**src/rtl/mem_model_pkg.sv**
```systemverilog
// Shared types and constants for the Avalon-MM memory model: FSM states,
// wait-randomiser LFSR constants and the default CPU reset-vector base.
`timescale 1ns/1ps
package mem_model_pkg;

  typedef enum logic [1:0] {
    IDLE   = 2'd0,
    WAIT   = 2'd1,
    ACCESS = 2'd2
  } state_t;

  // x^8 + x^6 + x^5 + x^4 + 1, right-shifting Galois form
  localparam logic [7:0] LFSR_SEED = 8'hA5;
  localparam logic [7:0] LFSR_TAPS = 8'hB8;

  localparam logic [31:0] DEFAULT_BASE_ADDR = 32'hBFC0_0000;

  function automatic logic [7:0] lfsr_next(input logic [7:0] v);
    return {1'b0, v[7:1]} ^ (v[0] ? LFSR_TAPS : 8'h00);
  endfunction

endpackage

```
**src/rtl/mem_wait_lfsr.sv**
```systemverilog
// 8-bit Galois LFSR that supplies 0..3 extra wait cycles per transfer.
`timescale 1ns/1ps
module mem_wait_lfsr
  import mem_model_pkg::*;
(
  input  logic       clk,
  input  logic       reset,
  input  logic       en,
  output logic [1:0] wait_extra
);

  logic [7:0] lfsr;

  always_ff @(posedge clk or negedge reset) begin
    if (!reset) begin
      lfsr <= LFSR_SEED;
    end else if (en) begin
      lfsr <= lfsr_next(lfsr);
    end
  end

  assign wait_extra = lfsr[1:0];

endmodule

```
**config.mk**
```make
export PLATFORM = sky130hd
export DESIGN_NAME = mem_wait_lfsr
export DESIGN_NICKNAME = d
export VERILOG_FILES = /design/src/rtl/mem_model_pkg.sv /design/src/rtl/mem_wait_lfsr.sv
export SDC_FILE = /design/constraint.sdc
export NUM_CORES = 1
export LEC_CHECK = 0
export ABC_CLOCK_PERIOD_IN_PS = 920
export CORE_AREA = 2 2 39 41
export DETAILED_ROUTE_END_ITERATION = 10
export DIE_AREA = 0 0 41 43
export GPL_TIMING_DRIVEN = 0
export SYNTH_ARGS = -nofsm -noshare
export SYNTH_HDL_FRONTEND = slang
export SYNTH_SLANG_ARGS = --single-unit
```
**constraint.sdc**
```tcl
create_clock -name clk -period 0.92 [get_ports clk]
set_input_delay 0.184 -clock clk [delete_from_list [all_inputs] [get_ports clk]]
set_output_delay 0.184 -clock clk [all_outputs]
set_load 0.02 [all_outputs]
```
# Word-level counts from Yosys, hierarchy flattened
# Index checks and enable logic that the tools add are counted.
# word_totals
reg_bits	8
elab_cells	3
in_bits	3
output_inout_bits	2
# op_classes
n_bitwise	1
n_mux	1
# op_table
cell	n
$mux 8	1
$xor 7x8->8	1

# Logic depth before layout (Yosys ltp)
# Gate-level depths: netlist of run 1.
# logic_depth
ltp_word	2
mapped_depth	3
mapped_depth_nobuf	2

# Least setup slack after synthesis of run 1
# Ideal clock, no wire load.
# synth_timing
kind	register -> output
from	register lfsr[0]
to	output port wait_extra[0]
arrival_time_ns	0.709
path_stages_with_launch	2
required_ns	0.736
path_buffers	1
path_slack_ns	0.027
path_cell_list	dfstp_2 > buf_4
# synth_rtl
element	line	rtl
start, declared	mem_wait_lfsr.sv:12	logic [7:0] lfsr;
start signal, assigned	mem_wait_lfsr.sv:18	lfsr <= lfsr_next(lfsr);
end, declared	mem_wait_lfsr.sv:9	output logic [1:0] wait_extra
# No word-level cell between the ends.

# Worst setup path in the final report of run 1
# layout_timing
from	register lfsr[0]
to	output port wait_extra[0]
# No word-level cell between the ends.

==> flow_summary.ini, run 1 <==
[power_and_ir_drop]
switchingPower_w = 0.000529
combPwrFrac = 0.438
total_leakage_power_nw = 0.202
p_total_w = 0.00175
power_density_mw_per_mm2 = 3680
p_clk_frac = 0.149
p_int_w = 0.00122
p_sw_frac = 0.302
seqPwrFrac = 0.413
vdd_drop_max_uv = 1530

[clocking]
cts_root_buf = clkbuf_4
path_clk_slew_ns = 0.05
cts_tree = yes
clock-sinks = 8
htreeDepth = 1
cts_made_buffers = 3
hold_buffers = 0
clock_latency_ns = 0.25
clk_path_buf_depth = 2

[critical_path]
worstPathMaxFanout = 2
cp_num_buf_inv = 2
cp_top_family = flip-flops
critPathKind = flop to output pin
crit_chain = buf_6, buf_6
cp.required_ns = 0.74
cp_slowest_stage_delay_ns = 0.53
cp-end-kind = output pin
critPathSlowestCell = dfstp_2
startpoint_type = flop
arrival_ns = 0.97
path_common_cell = buf_6
reg2reg_slack_ns = -0.09

[drt]
ant_nets = 0
drc = 0
via_per_inst = 4.24
dr.pass1.iters = 3
routed_wl_um = 551
via_count = 212
first_iter_violations = 1
wire_per_inst_um = 11.0

[yosys]
avgSynthCellArea_sq_um = 13.5
synthArstFlopShare = 1.00
synthTopCellsByCount = mux2_2, dfrtp_1, dfstp_2
syn_nets = 28
postSynthCellCount = 25
yosys.cell_count.top_type = mux2_2
synth_flop_cell = dfstp_2
synth-edff-count = 0
ys_top_cells_by_area = dfstp_2, dfrtp_1, mux2_2
synth.distinct_cells = 7
synth_top_area_frac = 0.312
yosysWarnings = 0
yosysSeqAreaShare = 0.610
synth_top_area_cell = dfstp_2
syn_area_sq_um = 337
synth-seq-cells = 8

[grt]
grt_usage = 0.0866
grt_overflow = 0
grt_pass1_vias = 221
grt_pass1_wl_um = 952
antenna_found_initial = 0
grt_max_degree = 9

[cells_and_area]
largest_register_ffs = 8
fillers = 143
fin_nets = 39
seqCellArea_sq_um = 205
fin_cells = 50
reg_top3 = lfsr: 8 flops
area_growth_pct = 41.6
n_antenna_cell = 0
drive_above_1_share = 0.706
utilization = 0.344
multi_input_area_sq_um = 139
top_register = lfsr

[timing]
slew_headroom = 0.765
finalClockSkew_ns = 0.00341
fmax_mhz = 864
setup_slack_ns = -0.238
rsz0062_at_grt = yes
final_hold_viol_count = 0
setup_tns_ns = -0.603
finalCritPeriodShare = 1.26
max_slew.worst_pin.slew_ns = 0.351
period_needed_ns = 1.16
setup_violations = 5
slew_violations = 0

[floorplanning]
ios = 5
die_w_um = 41
die_h_um = 43
coreArea_sq_mm = 0.00138
initial_core_util = 0.243
fp-row-count = 14
dieArea_sq_mm = 0.00176

[placed_design]
dp.cells = 45
portBuffers = 4
pre_cts_slack_ns = -0.553
routabilityCongestion = 0.620

[flow_run]
drv_cap = 0

[outcome]
violations = setup timing
status = complete, but fails checks

[worst_hold_path]
hold_class = input pin to asynchronous set/reset pin
cell type report:
type,instances,area share
Buffer,3,0.0709
Multi-Input combinational cell,14,0.291
Sequential cell,8,0.430
Timing Repair Buffer,6,0.118
Clock buffer,3,0.0472
Tap cell,16,0.0420
what timing repair did:
| item | 4_1_cts | 5_1_grt |
|---|---|---|
| gates resized for setup | 20 | 2 |
| buffers inserted | 3 | 0 |
| pin swaps | 5 | 0 |
| endpoints found under the setup margin | 9 | 7 |
placed cells by master, fill, tap and decap left out:
cell type and instances:
buf_6 5, mux2_2 5, dfstp_2 4, dfrtp_1 4, xnor2_2 3, nor2_1 3, clkbuf_4 3, a21oi_2 2
buf_4 2, a21oi_1 1, dlygate4sd2_1 1, clkdlybuf4s50_1 1
worst reg2reg max path: cells and delay by family (launching register included):
kind	cells	cell delay, ns
flops	1	0.53
buf+inv	1	0.16
compound gates	1	0.07
xor+xnor	1	0.13
power by group through the flow:
| stage | logic (W) | clock network, W | registers (W) |
|---|---|---|---|
| 4_1_cts | 0.000786 | 0.000282 | 0.000724 |
| 2_1_floorplan | 0.000392 | 0 | 0.000698 |
| 3_3_place_gp | 0.000497 | 0 | 0.000717 |
| 6_report | 0.000768 | 0.000262 | 0.000724 |
| 3_5_place_dp | 0.000522 | 0 | 0.000737 |
| 5_1_grt | 0.000832 | 0.000297 | 0.000747 |
per-layer routing:
layer,share of wire,GRT usage
met5,0,0
met3,0.091,0.0628
met1,0.36,0.0976
met2,0.55,0.119
met4,0,0.0400
cells by family (layout without fill, tap and decap cells):
kind of cell | Yosys count | count (layout) | share of synthesized area
XOR/XNOR | 3 | 3 | 0.0781
flip-flops | 8 | 8 | 0.610
AND/OR/NAND/NOR | 3 | 3 | 0.0335
buffers and inverters | 3 | 12 | 0.0669
AO/OA/AOI/OAI | 3 | 3 | 0.0446
multiplexers | 5 | 5 | 0.167
per-stage QoR:
| stage | instance area, sq um | hold WS (ns) |
|---|---|---|
| final | 477 | 0.204 |
| after CTS | 480 | 0.208 |
| after global placement | 397 | 0.461 |
| after global routing | 477 | 0.225 |
| after floorplan | 337 | -0.112 |
| after detailed placement | 397 | 0.484 |
final timing paths:
| path | startpoint | endpoint | depth (start not counted) |
|---|---|---|---|
| max | lfsr[0] | wait_extra[0] | 2 |
| max in group asynchronous | reset | lfsr[5] | 1 |
| min reg2reg | lfsr[3] | lfsr[2] | 1 |
| max reg2reg | lfsr[0] | lfsr[4] | 3 |
| min | reset | lfsr[3] | 1 |
| min in group clk | en | lfsr[7] | 2 |
(Power assumes the default switching activity.)
==> run 2: changes to the inputs <==
Settings changed: SLEW_MARGIN set to 20.
==> results of run 2 <==
No change in the layout: final DEF, timing and power equal those of run 1.
